--- src/rtl/instr_sequencer.sv ---
// Instruction feeder for the 9-bit mv/mvi/add/sub processor: drives DIN/Run from a small program
// store and paces on Done. Define INSTR_SEQ_STEP_EN to add single-step (Step input, PAUSE state).
module instr_sequencer #(
    parameter int unsigned AW      = 5,
    parameter int unsigned TIMEOUT = 15
) (
    input  logic          Clock,
    input  logic          Resetn,
    input  logic          Start,
`ifdef INSTR_SEQ_STEP_EN
    input  logic          Step,
`endif
    input  logic          prog_we,
    input  logic [AW-1:0] prog_addr,
    input  logic [8:0]    prog_data,
    input  logic          Done,
    output logic [8:0]    DIN,
    output logic          Run,
    output logic [AW-1:0] PC,
    output logic          Busy,
    output logic          Halted,
    output logic          Error
);

    localparam int unsigned Depth = 2 ** AW;
    localparam int unsigned CntW  = $clog2(TIMEOUT + 1);
    localparam logic [2:0]  OpMvi  = 3'b001;
    localparam logic [2:0]  OpHalt = 3'b111;

    typedef enum logic [1:0] {StIdle, StIssue, StWait, StPause} state_e;

    state_e          state_q;
    logic [8:0]      mem [Depth];
    logic [CntW-1:0] cnt_q;
    logic            is_mvi_q;
    logic [8:0]      cur_word;
    logic [AW-1:0]   pc_plus1;
    logic [AW:0]     pc_adv;

    assign cur_word = mem[PC];
    assign pc_plus1 = PC + AW'(1);
    // Extra top bit flags a wrap past the last store address.
    assign pc_adv   = {1'b0, PC} + (is_mvi_q ? (AW+1)'(2) : (AW+1)'(1));
    assign Busy     = (state_q != StIdle);

    always_ff @(posedge Clock) begin
        if (prog_we && !Busy) begin
            mem[prog_addr] <= prog_data;
        end
    end

    always_ff @(posedge Clock or negedge Resetn) begin
        if (!Resetn) begin
            state_q  <= StIdle;
            PC       <= '0;
            DIN      <= '0;
            Run      <= 1'b0;
            Halted   <= 1'b0;
            Error    <= 1'b0;
            cnt_q    <= '0;
            is_mvi_q <= 1'b0;
        end else begin
            Run <= 1'b0;
            case (state_q)
                StIdle: begin
                    if (Start) begin
                        PC      <= '0;
                        Halted  <= 1'b0;
                        Error   <= 1'b0;
                        state_q <= StIssue;
                    end
                end
                StIssue: begin
                    if (cur_word[8:6] == OpHalt) begin
                        Halted  <= 1'b1;
                        state_q <= StIdle;
                    end else begin
                        DIN      <= cur_word;
                        Run      <= 1'b1;
                        cnt_q    <= '0;
                        is_mvi_q <= (cur_word[8:6] == OpMvi);
                        state_q  <= StWait;
                    end
                end
                StWait: begin
                    cnt_q <= cnt_q + CntW'(1);
                    if (is_mvi_q) begin
                        DIN <= mem[pc_plus1];
                    end
                    if (Done) begin
                        PC <= pc_adv[AW-1:0];
                        if (pc_adv[AW]) begin
                            Halted  <= 1'b1;
                            state_q <= StIdle;
                        end else begin
`ifdef INSTR_SEQ_STEP_EN
                            state_q <= StPause;
`else
                            state_q <= StIssue;
`endif
                        end
                    end else if (cnt_q == CntW'(TIMEOUT - 1)) begin
                        Error   <= 1'b1;
                        Halted  <= 1'b1;
                        state_q <= StIdle;
                    end
                end
`ifdef INSTR_SEQ_STEP_EN
                StPause: begin
                    if (Step) begin
                        state_q <= StIssue;
                    end
                end
`endif
                default: state_q <= StIdle;
            endcase
        end
    end

endmodule
--- config.mk ---
export PLATFORM = sky130hd
export DESIGN_NAME = instr_sequencer
export DESIGN_NICKNAME = d
export VERILOG_FILES = /design/src/rtl/instr_sequencer.sv
export SDC_FILE = /design/constraint.sdc
export NUM_CORES = 1
export LEC_CHECK = 0
export CAP_MARGIN = 20
export CORE_ASPECT_RATIO = 0.5
export CORE_MARGIN = 5
export CORE_UTILIZATION = 55
export DETAILED_ROUTE_END_ITERATION = 12
export MAX_ROUTING_LAYER = met4
export PLACE_DENSITY_LB_ADDON = 0.2
export SLEW_MARGIN = 0
export SYNTH_ARGS = -nofsm -noshare
export SYNTH_HDL_FRONTEND = slang
export SYNTH_SLANG_ARGS = --single-unit
--- constraint.sdc ---
create_clock -name Clock -period 2.8 [get_ports Clock]
set_input_delay 0.56 -clock Clock [delete_from_list [all_inputs] [get_ports Clock]]
set_output_delay 0.56 -clock Clock [all_outputs]
set_load 0.01 [all_outputs]
# After elaboration in Yosys (flattened, before gate mapping)
# Memory sizes are Yosys's and may differ from the RTL's.
# Index checks and enable logic that the tools add are counted.
# W data, S select, Z words.
[totals]
regBits = 24
ramBits = 288
inputBits = 19
wordCells = 68
memories = 1
[op_classes]
addsub = 3
n_eq_ne = 14
n_mux = 27
bitwise_logic = 1
n_reduce_logical = 14
[mem_list]
columns = ["name", "words", "width", "rd", "rd_clocked_by_memory_dff", "write_ports", "line", "source"]
rows = [
  ["mem", 32, 9, 2, 0, 1, "33", "logic [8:0] mem [Depth];"],
]
[op_table]
columns = ["op", "count"]
rows = [
  ["$mux W9", 2],
  ["$pmux W9 S2", 1],
  ["$ne A2 B2 Y1 const B", 7],
  ["$mux W1", 11],
  ["$mux W2", 5],
  ["$mux W5", 2],
  ["$pmux W5 S2", 1],
  ["$pmux W4 S2", 1],
  ["$add A5 B2 Y6", 1],
  ["$ne A3 B3 Y1 const B", 2],
  ["$pmux W2 S3", 1],
  ["$reduce_and A2 Y1", 3],
  ["$reduce_and A3 Y1", 2],
  ["$reduce_bool A2 Y1", 3],
  ["$add A5 B1 Y5 const B", 1],
  ["$reduce_and A5 Y1", 1],
  ["$add A4 B1 Y4 const B", 1],
  ["$eq A4 B4 Y1 const B", 1],
  ["$mux W4", 1],
  ["$reduce_and A4 Y1", 1],
  ["$eq A3 B1 Y1 const B", 1],
  ["$eq A3 B3 Y1 const B", 1],
  ["$pmux W1 S3", 1],
  ["$reduce_bool A3 Y1", 1],
  ["other kinds (7)", 7],
]

# Longest topological paths before layout
# Gate-level depths: netlist of the first run.
[logic_depth]
depth_word = 5
ltp_mapped = 11
depth_no_buf = 7

# Least setup slack after synthesis of the first run
# Ideal clock, no wire load.
[synth_timing]
path_type = "register -> register"
start = "reg PC[1]"
end = "reg DIN[6]"
setup_ps = 125
arrival_time_ps = 2726
setup_slack_ps = -51
path_stages_with_launch = 10
synth_period_minus_slack_ps = 2851
path_cell_list = "dfrtp_1 -> ha_1 -> buf_2 -> buf_2 -> clkbuf_1 -> mux4_2 -> mux2_2 -> o21ai_0 -> o221ai_1 -> mux2_2"
[synth_between]
elab_chain_cells = 4
elab_cells_between_ends = 8
classes_between = "add/sub: 1; eq/ne: 2; mux: 3; reduce/logical: 1; memory: 1"
[synth_rtl]
columns = ["element", "line", "source"]
rows = [
  ["start, declared", "19", "output logic [AW-1:0] PC,"],
  ["start signal, assigned", "91", "PC <= pc_adv[AW-1:0];"],
  ["$add A5 B1 Y5 / $mem_v2 Z32 W9 (equally long branches)", "--", ""],
  ["$mem_v2 Z32 W9 *", "--", ""],
  ["$mux W9 / $ne A2 B2 Y1 (equally long branches)", "--", ""],
  ["$pmux W9 S2 / $reduce_and A3 Y1 (equally long branches)", "--", ""],
  ["end signal, assigned", "78", "DIN <= cur_word;"],
  ["end signal, assigned", "88", "DIN <= mem[pc_plus1];"],
  ["end, declared", "17", "output logic [8:0] DIN,"],
]
# Every way passes the cells marked *; elsewhere a longest branch is shown, timed or not. The select of a mux whose other input is x is not followed.
# A chain may end at the register's enable or synchronous reset.

# Worst setup path after layout of the first run
[layout_timing]
start = "reg PC[1]"
end = "reg DIN[4]"
# The elaborated chain is that of the path after synthesis.

==> summary by stage, run 1 <==
Run status
The run finished with clean final reports.

Placement
The final weighted congestion in routability-driven placement is 0.8415. The estimated wirelength of the detail-placed design is 24.66 mm. The number of placed instances, taps included, is approximately 1200.

Port buffering added 36 buffers. The area of placed instances is 16370 sq um.

Clock tree
The clock slew seen by the registers of the worst setup and hold paths is about 0.070 ns. The clock reaches the later pin of the worst-skew pair after 0.57 ns. The root buffer cell chosen for the clock tree is clkbuf_16. For this design, the sink count on the clock tree is ~310.

No sink is reached through more buffers than the 3 on the longest clock path. The CTS tree is done. The total clock buffers created by CTS is 28. The maximum level of the CTS H-tree is 1.

Floorplan
The die span in y is ~130 um. The width of the die is ~240 um. The die covers about 31000 sq um. 37 I/O pins were placed. In this run the core area contains 42 standard-cell rows.

After floorplanning, the core was sized to cover roughly 27000 sq um. The starting density of the core is a little under three fifths.

Yosys
The top cell type's share of synthesized area is a little under 60%. The count of distinct cell types in the synthesized netlist is between 60 and 70. Dividing the synthesized area by the synthesized cell count gives around 19 sq um. The total nets after synthesis is between 800 and 900. The share of flip-flops with an asynchronous set or reset after synthesis is ~7.7%. For this run, the register share of the synthesized area comes to about three fifths. After synthesis, the cell types taking the most area are edfxtp_1 (58%), mux4_2 (23%), dfrtp_1 (4.0%). The synthesized design contains around 290 enable-type register cells. Summed over all instances, the cell type with the most area after synthesis is edfxtp_1. During synthesis, Yosys emitted a total of 0 warnings. After technology mapping, the gate count stands at 779. The number of storage elements in the synthesis netlist is 312. The commonest cells after synthesis are edfxtp_1 (288), mux4_2 (150), nor2_1 (46), dfrtp_1 (24), nand2_1 (24). The most instantiated flip-flop cell in the synthesis netlist is edfxtp_1. Summing every instance area after synthesis gives approximately 15000 sq um. By instance count, the leading cell after synthesis is edfxtp_1.

Cells and area
The filler-free cell count of the finished design is ~1300. The share of post-route cells with drive strength above 1 is a little over a third. The area growth from synthesis to final layout is 15.59%. The count of nets after finishing is approximately 920. The final design area excluding fillers is around 17000 sq um. Counting the fill cells in the layout gives 1776. The repair_antennas step left the layout with diodes totalling 0.

STA
Subtracting the final worst setup slack from the clock period gives between 2 and 3 ns. The final worst clock skew is a little under 0.02 ns. The peak clock frequency supported by timing is 368.5 MHz.

The final count of hold timing violations is 0. Measured against its own limit, the worst slew margin works out to around 38%. The setup TNS is 0 ns. Setup repair after global routing left no endpoint under its margin.

The number of slew-limit violations in the final report was 0. At the pin with the least slew margin, the transition time is between 0.9 and 1 ns. The count of final setup violators is 0. The final critical path takes up between 90% and 100% of the cycle.

Setup path
The nature of the critical path startpoint is a flip-flop. The critical path's largest stage delay is roughly 0.54 ns. The cell family contributing the most delay on the critical path is multiplexers. Together, buffers and inverters on the worst path number 1.

The worst-path cell with the longest stage delay is dfrtp_4. The worst-path maximum fanout is 37. The worst setup path is captured at a flip-flop.

Among the stages of the critical path, the cell type that occurs most often is mux4_2. Traced cell by cell, the critical path runs through ha_4 > buf_12 > mux4_2 > mux4_2 > o22ai_1 > nor2_1 > mux2_2. The arrival time at the worst endpoint is 3.17 ns. The endpoint required time on the critical path is 3.26 ns. The critical path start-end classification is flip-flop to flip-flop.

Flow run
The tool flagged a number of max-cap violations equal to 0.

Power and ir drop
The analysis attributes to cell leakage a power of 5.551 nW. The worst-case IR drop observed on VDD is around 0.00051 V. The overall power is 14.12 mW. The net switching power of the design is around 4.1 mW. The cell-internal power is around 10 mW. The part of the total power dissipated in the clock network is between 20% and 30%. The share of total power dissipated in combinational logic is 34.4%.

Net switching is 29.09% of the power. The power per unit of standard cell area is a little over 800 nW/um^2. The fraction of power consumed by sequential logic is a little under two fifths.

Global route
The number of antenna violations at the first check in global routing came to 0. For this run the aggregate overflow at the end of global routing stands at 0. The overall fraction of global-route tracks in use is between 20% and 30%.

The via count of the first global-routing pass was ~9000. Entering global routing, the biggest net connects 40 pins. The global-route wire length before repair is 55.77 mm.

Detailed routing
The number of vias in the routed layout is ~8500. Summed over all layers, the routed wires come to 36.26 mm. The remaining antenna violation count is 0. For this run, design rule violations remaining after detail routing come to 0. The number of detailed-routing iterations run before antenna repair is 6. The count of routing violations after the opening detailed-route iteration is roughly 1200.

After detailed routing, the average wire length per cell comes to between 20 and 30 um. The average vias per placed instance is ~6.7.

Min path
The classification of the worst-slack hold path is input pin to async pin.
state kept, by name (all words and copies together), names as in the netlist:
name	count
DIN	9
Error	1
Halted	1
PC	5
Run	1
cnt_q	4
is_mvi_q	1
mem	288
state_q	2
path summary, 6_finish.rpt:
path	to	slack, ns	cells after the start	from
worst max-delay path	DIN[4]	0.09	7	PC[1]
worst min-delay path	Error	0.49	1	Resetn
worst max register to register	DIN[4]	0.09	7	PC[1]
worst min register to register	DIN[6]	0.52	1	DIN[6]
max in group asynchronous	DIN[1]	1.69	2	Resetn
min in group Clock	DIN[6]	0.52	1	DIN[6]
power by group through the flow:
stage | clock network, mW | registers [mW] | logic (mW)
2_1_floorplan | 0 | 5.50 | 3.36
3_3_place_gp | 0 | 5.51 | 4.77
3_5_place_dp | 0 | 5.52 | 4.85
4_1_cts | 3.91 | 5.42 | 4.88
5_1_grt | 4.13 | 5.43 | 5.18
6_report | 3.85 | 5.42 | 4.85
placed cells by master (no fill, tap or decap), drive strengths merged, types with 13 or more instances in the layout:
master         count
buf              101
clkbuf            35
clkdlybuf4s50     36
clkinv            15
dfrtp             24
edfxtp           288
mux2              16
mux2i             20
mux4             160
nand2             24
nor2              46
o22ai             13
stage by stage:
stage                     util [%]  setup slack (ns)  hold WS (ns)
after floorplan                  -           0.07878        0.2644
after global placement       61.55            0.1547        0.5092
after detailed placement     61.55            0.1144        0.5128
after CTS                    64.98           0.02857        0.5136
after global routing         64.99         0.0008455        0.5308
final                        64.99           0.08641        0.4872
routing by layer:
layer	part of all wire [%]	routed length [um]	vias up	track usage (%)
met2	47	17190	460	37.66
li1	-	-	3544	-
met4	1.3	488	0	3.967
met3	10	3756	53	5.864
met1	41	14820	4488	35.79
met5	0	0	-	-
cell type report:
type                    count  area (sq um)  share of cell area (%)
flip-flops and latches    312          9259                   53.58
well taps                 352         440.4                   2.549
repair buffers            137          1281                   7.414
inverters                  12         45.04                  0.2606
multi-input cells         401          5344                   30.92
clock inverters            17         185.2                   1.072
clock buffers              35         726.9                   4.206
cell families (layout without fill, tap and decap cells):
kind of cell,after synthesis,after routing,synth area share [%]
muxes,196,196,26.90
xor gates and xnor gates,3,3,0.1758
and+or+nand+nor,118,118,3.766
DFF,312,312,61.86
AOI/OAI and AO/OA,74,74,3.741
buffers and inverters,66,201,2.670
adders and majority gates,10,10,0.8871
repair_timing:
| action | CTS | global route |
|---|---|---|
| setup buffers | 0 | 0 |
| endpoints found under the setup margin | 0 | 2 |
| hold buffers | 0 | 0 |
| resized for setup | 0 | 1 |
Note: power is estimated with default switching activity, not from simulation.
==> run 2: changes to the inputs <==
--- a/config.mk
+++ b/config.mk
@@ -12,6 +12,7 @@
 export DETAILED_ROUTE_END_ITERATION = 12
 export MAX_ROUTING_LAYER = met4
 export PLACE_DENSITY_LB_ADDON = 0.2
+export SKIP_LAST_GASP = 1
 export SLEW_MARGIN = 0
 export SYNTH_ARGS = -nofsm -noshare
 export SYNTH_HDL_FRONTEND = slang
==> run 2 against run 1 <==
Compared with the run above:
- global-route usage did not move
- first-iteration DRC count decreased by 2.1%
- sequential share of layout area is the same
- cell count is the same
- combinational power about the same
- count of clock-buffer cells in the layout unchanged
==> summary by stage, run 2 (synthesized netlist as in run 1, its figures left out) <==
STA
The final count of hold timing violations is 0 (unchanged). The post-route minimum period is 2.719 ns (+0.005373 ns). The final worst clock skew is 0.01891 ns (-0.0005983 ns). The peak clock frequency supported by timing is 367.8 MHz (-0.20%).

The count of final setup violators came to 0 (unchanged). The final hold slack came to 0.4917 ns (+0.004501 ns). The share of the clock period used by the worst path is 97.11% (+0.19 points). The number of slew-limit violations in the final report is 0 (unchanged). The actual transition at the worst max-transition pin is 0.9252 ns (+0.004762 ns). The final setup slack of the worst path is 0.08104 ns (-0.005373 ns).

Setup repair after global routing could not meet its margin everywhere. The setup TNS is 0 ns (unchanged). The worst slew margin relative to its limit came to 38.13% (-0.32 points).

Detailed routing
The number of vias in the routed layout is 8470 (-0.88%). The post-detailed-route DRC marker count is 0 (unchanged). The remaining antenna violation count came to 0 (unchanged). The total wire length came to 36.27 mm (about the same). The average vias per placed instance was 6.690 (-0.88%). The count of routing violations after the opening detailed-route iteration is 1136 (-2.1%). The number of detailed-routing iterations run before antenna repair came to 5 (-1).

The average routed wire per standard cell came to 28.65 um (about the same).

Cells and area
The area growth from synthesis to final layout is 15.59% (unchanged). The fraction of the core area covered by cells at the end of the flow is 64.99% (unchanged). The filler-free cell count of the finished design was 1266 (unchanged).

The count of nets after finishing is 921 (unchanged). Leaving out fill and tap cells, the most frequent cell in the layout is edfxtp_1. The top cell types in the final layout, fill and taps aside, are edfxtp_1 (288), mux4_2 (150), buf_4 (88).

The number of flip-flops under the largest register name is 288 (unchanged). In the final layout, the registers with the most flip-flops are mem x288, DIN x9, PC x5. The count of filler cells inserted in the layout is 1776 (unchanged). The largest register by flop count is mem. The share of post-route cells with drive strength above 1 is 35.78% (unchanged).

The count of inserted antenna diode cells is 0 (unchanged). The final design area excluding fillers is 17280 sq um (unchanged).

Power and ir drop
The largest vdd supply drop was 0.0005057 V (-0.43%). The power per unit of standard cell area came to 816.8 nW/um^2 (about the same). The leakage power total was 5.551 nW (unchanged). The overall power is 14.12 mW (about the same).

Global route
The remaining global-route overflow is 0 (unchanged). The global-route wire length before repair is 55.77 mm (unchanged). The number of antenna violations at the first check in global routing is 0 (unchanged). The overall fraction of global-route tracks in use is 24.79% (unchanged). The via count of the first global-routing pass is 8756 (unchanged). The pin count of the biggest net entering global routing was 40 (unchanged).

Placement
The worst slack at placement is 0.1144 ns (unchanged). The area of placed instances is 16370 sq um (unchanged). The final weighted congestion in routability-driven placement is 0.8415 (unchanged). The number of I/O port buffers was 36 (unchanged). The estimated wirelength of the detail-placed design is 24.66 mm (unchanged). The number of placed instances, taps included is 1214 (unchanged).

Floorplan
The die span in y is 126.6 um (unchanged). The core box area is 26590 sq um (unchanged). The width of the die is 243.2 um (unchanged). The die footprint is 30780 sq um (unchanged).

The top-level I/O count is 37 (unchanged). The starting density of the core came to 56.23% (unchanged). The placement row count came to 42 (unchanged).

Run status
The run finished with clean final reports.

Clock tree
The total clock sinks was 312 (unchanged). TritonCTS built the clock tree. The maximum level of the CTS H-tree is 1 (unchanged).

The setup fix buffers added after clock tree synthesis is 0 (unchanged). The total clock buffers created by CTS is 28 (unchanged). The root buffer cell chosen for the clock tree is clkbuf_16. The buffer levels on the longest clock path is 3 (unchanged). The clock slew seen by the registers of the worst setup and hold paths was 0.07 ns (about the same). The count of hold buffers inserted by post-cts repair is 0 (unchanged).

The insertion delay of the later-clocked pin in the worst-skew pair came to 0.57 ns (about the same).

Setup path
The worst-path cell with the longest stage delay is dfrtp_4. STA classifies the critical path startpoint as a flip-flop. The worst setup path is captured at a flip-flop. The critical path's largest stage delay came to 0.54 ns (about the same).

The worst-path maximum fanout came to 37 (unchanged). The endpoint required time on the critical path came to 3.26 ns (about the same). The library cell appearing most often on the critical path is mux4_2. Walking the worst path, the cells encountered are ha_4 > buf_12 > mux4_2 > mux4_2 > o22ai_1 > nor2_1 > mux2_2. The arrival time at the worst endpoint is 3.17 ns (about the same). The critical path start-end classification is flip-flop to flip-flop.

Min path
The classification of the worst-slack hold path is input pin to async pin.

Flow run
The number of maximum-capacitance constraint violations is 0 (unchanged).
## run 2: worst max-delay path, delay by kind of cell (launching register included)
kind            cells  cell delay, ns
mux                 3            1.15
flops               1            0.54
simple gates        1            0.11
fa+ha+maj           1            0.36
buf+inv             1            0.26
compound gates      1            0.17
## run 2: final timing paths
kind	cells past startpoint	endpoint	start	slack, ns
worst max-delay path	7	DIN[4]	PC[1]	0.08
worst min-delay path	1	Error	Resetn	0.49
worst max register to register	7	DIN[4]	PC[1]	0.08
worst min register to register	1	DIN[6]	DIN[6]	0.52
max in group asynchronous	2	DIN[1]	Resetn	1.68
min in group Clock	1	DIN[6]	DIN[6]	0.52
## run 2: cell type report
class                      instances  area (sq um)  share of cell area [%]
clock buffer                      35         726.9                   4.206
clock inverter                    17         185.2                   1.072
inverter                          12         45.04                  0.2606
multi-input combinational        401          5344                   30.92
sequential                       312          9259                   53.58
tap                              352         440.4                   2.549
timing repair buffer             137          1281                   7.414
## run 2: per-layer routing
layer	up-vias	share of wire [%]	track usage (%)
met1	4440	41	35.79
met5	-	0	-
li1	3544	-	-
met2	444	47	37.66
met3	42	11	5.864
met4	0	1.2	3.967
## run 2: repair_timing
action / in CTS / in global routing
hold endpoints to repair: 0 / 0
endpoints found under the setup margin: 0 / 2
resized for setup: 0 / 1
## run 2: power breakdown
group	internal (mW)	switching (mW)
Clock	2.14	1.71
Sequential	5.27	0.150
Combinational	2.61	2.24
Total	10.0	4.10
==> run 3: changes to the inputs <==
==> constraint.sdc (replaced) <==
create_clock -name Clock -period 2.5 [get_ports Clock]
set_input_delay 0.5 -clock Clock [delete_from_list [all_inputs] [get_ports Clock]]
set_output_delay 0.5 -clock Clock [all_outputs]
set_load 0.01 [all_outputs]
==> run 3 against run 2 <==
Compared with the run above:
- the run now ends with setup timing left
- count of clock-buffer cells in the layout is 5 lower
- total power up 20%
- via count up 5.8%
- utilization rose by 3.2 points
- register-to-register slack worse by 0.20 ns
- routed wire length grew 8.1%
- fmax up 3.6%
- global-route usage rose by 1.7 points
- clock skew shrank 0.00059 ns
- highest routed layer unchanged
==> summary by stage, run 3 (synthesized netlist as in run 1, its figures left out) <==
Run status
The run finished, with violations left. The checks that failed: setup timing.

Placement
The estimated wirelength of the detail-placed design is 25.12 mm (+1.9%). The worst slack at placement is -0.1711 ns (-0.2855 ns). The number of I/O port buffers came to 36 (unchanged).

The area of placed instances is 16590 sq um (+1.4%). The final weighted congestion in routability-driven placement was 0.8742 (+3.9%).

Clock tree
The clock root buffer is clkbuf_16. The insertion delay of the later-clocked pin in the worst-skew pair is 0.58 ns (about the same). The total clock sinks is 312 (unchanged).

The total clock buffers created by CTS is 28 (unchanged). The maximum level of the CTS H-tree was 1 (unchanged). The clock slew seen by the registers of the worst setup and hold paths is 0.07 ns (about the same).

The buffer levels on the longest clock path came to 3 (unchanged). The count of hold buffers inserted by post-cts repair came to 0 (unchanged). TritonCTS built the clock tree.

Setup path
The depth of the most critical reg-to-reg path is 8 (+1). The endpoint required time on the critical path is 2.96 ns (-0.30 ns). The arrival time at the worst endpoint came to 3.08 ns (-0.09 ns).

The worst setup path startpoint is PC[0]. The worst-path maximum fanout is 15 (-59%). The internal reg-to-reg setup slack was -0.12 ns (-0.20 ns). The worst register-to-register path begins at PC[0]. The nature of the critical path startpoint is a flip-flop. STA classifies the critical path endpoint as a flip-flop. The critical path start-end classification is flip-flop to flip-flop. The worst register-to-register path ends at DIN[3].

Global route
The overall fraction of global-route tracks in use came to 26.48% (+1.7 points). The pin count of the biggest net entering global routing is 33 (-18%). The number of antenna violations at the first check in global routing is 0 (unchanged). The global-route wire length before repair is 58.98 mm (+5.8%). The via count of the first global-routing pass is 9146 (+4.5%). The remaining global-route overflow is 0 (unchanged).

Cells and area
The area growth from synthesis to final layout is 21.21%. In the final layout, the registers with the most flip-flops are mem x288, DIN x9, PC x5. The count of filler cells inserted in the layout is 1620 (-8.8%). The fraction of the core area covered by cells at the end of the flow is 68.15% (+3.2 points).

The largest register by flop count is mem. The library cell used most frequently in the layout, excluding fill and tap cells, is edfxtp_1. The count of inserted antenna diode cells is 0 (unchanged). The count of nets after finishing is 958 (+4.0%). The top cell types in the final layout, fill and taps aside, are edfxtp_1 (288), mux4_2 (150), buf_4 (96). The final design area excluding fillers was 18120 sq um (+4.9%).

The number of flip-flops under the largest register name is 288 (unchanged). The share of post-route cells with drive strength above 1 is 39.64% (+3.9 points).

Min path
The classification of the worst-slack hold path is input pin to async pin.

Flow run
The number of maximum-capacitance constraint violations was 0 (unchanged).

STA
The count of final setup violators is 14 (+14). The worst slew margin relative to its limit is 52.21% (+14 points). Setup repair after global routing could not meet its margin everywhere. The share of the clock period used by the worst path is 104.9% (+7.8 points). The number of slew-limit violations in the final report is 0 (unchanged). The final setup slack of the worst path came to -0.1236 ns (-0.2046 ns). The actual transition at the worst max-transition pin was 0.7168 ns (-0.2084 ns). The post-route minimum period is 2.624 ns (-0.09538 ns).

The final count of hold timing violations is 0 (unchanged). The final worst clock skew is 0.01832 ns (-0.0005913 ns). The peak clock frequency supported by timing is 381.2 MHz (+3.6%).

Detailed routing
The remaining antenna violation count is 0 (unchanged). The average vias per placed instance is 6.875 (+2.8%). The count of routing violations after the opening detailed-route iteration is 1069 (-5.9%). The total wire length is 39.20 mm (+8.1%). The average routed wire per standard cell was 30.09 um (+5.0%). The number of detailed-routing iterations run before antenna repair came to 6 (+1). The post-detailed-route DRC marker count is 0 (unchanged).

The number of vias in the routed layout was 8958 (+5.8%).

Floorplan
The starting density of the core came to 56.23% (unchanged). The die footprint is 30780 sq um (unchanged). The top-level I/O count is 37 (unchanged). The width of the die was 243.2 um (unchanged). The placement row count is 42 (unchanged). The core box area is 26590 sq um (unchanged).

The die span in y is 126.6 um (unchanged).

Power and ir drop
The power per unit of standard cell area was 936.4 nW/um^2 (+15%). The leakage power total is 5.919 nW (+6.6%). The largest vdd supply drop is 0.0006736 V (+33%). The overall power is 16.97 mW (+20%).
## run 3: cell count changes in the layout (fill, tap and decap cells not counted), sizes merged
cell           delta
buf              +35
bufbuf            +2
clkbuf            -5
clkdlybuf4s50     -1
clkinv            +4
dlymetal6s2s      +1
inv               +1
## run 3: worst max path at each step
stage | to | slack [ns] | depth (start not counted)
after detailed placement | DIN[4] | -0.17 | 7
after global routing | DIN[0] | -0.16 | 8
after CTS | DIN[2] | -0.08 | 8
after floorplan | DIN[0] | -0.06 | 9
after global placement | DIN[2] | -0.09 | 7
final | DIN[3] | -0.12 | 8
## run 3: timing repair
item / 4_1_cts / 5_1_grt
resized for setup: 39 / 10
setup endpoints to repair: 16 / 18
setup buffers: 14 / 4
gates cloned: 9 / 0
pin swaps: 11 / 3
## run 3: metrics by stage
step	TNS, ns	instances	hold slack (ns)
5_1_grt	-1.969	1303	0.3452
2_1_floorplan	-0.5267	779	0.2044
6_report	-1.044	1303	0.3265
4_1_cts	-0.8418	1299	0.3082
3_3_place_gp	-0.4685	1224	0.5173
3_5_place_dp	-1.355	1224	0.5312
## run 3: area by class of cell
type	instances	area (sq um)	area share, %
multi-input combinational	401	5450	30.08
timing repair buffer	174	2003	11.05
tap	352	440.4	2.430
clock inverter	22	215.2	1.188
clock buffer	30	708.2	3.908
inverter	12	45.04	0.2486
sequential	312	9259	51.09
## run 3: per-layer routing
layer / wire, um / GRT usage [%] / vias to the layer above
li1: - / - / 3632
met4: 1071 / 6.200 / 0
met1: 15130 / 37.27 / 4638
met3: 4410 / 5.296 / 91
met2: 18590 / 41.06 / 597
met5: 0 / - / -
## run 3: critical path, stage by stage, from the launching register on
cell and delay (ns):
dfrtp_4 0.53, ha_4 0.31, buf_4 0.13, buf_12 0.16
mux4_2 0.32, mux4_2 0.49, o22ai_1 0.21, nor2_1 0.07
mux2_2 0.27
## run 3: power by group
part / switching (mW) / leakage (nW) / internal (mW) / total [mW]
Combinational: 2.85 / 2.58 / 3.72 / 6.57
Clock: 1.94 / 0.449 / 2.38 / 4.33
Sequential: 0.170 / 2.89 / 5.90 / 6.07
Total: 4.97 / 5.92 / 12.0 / 17.0
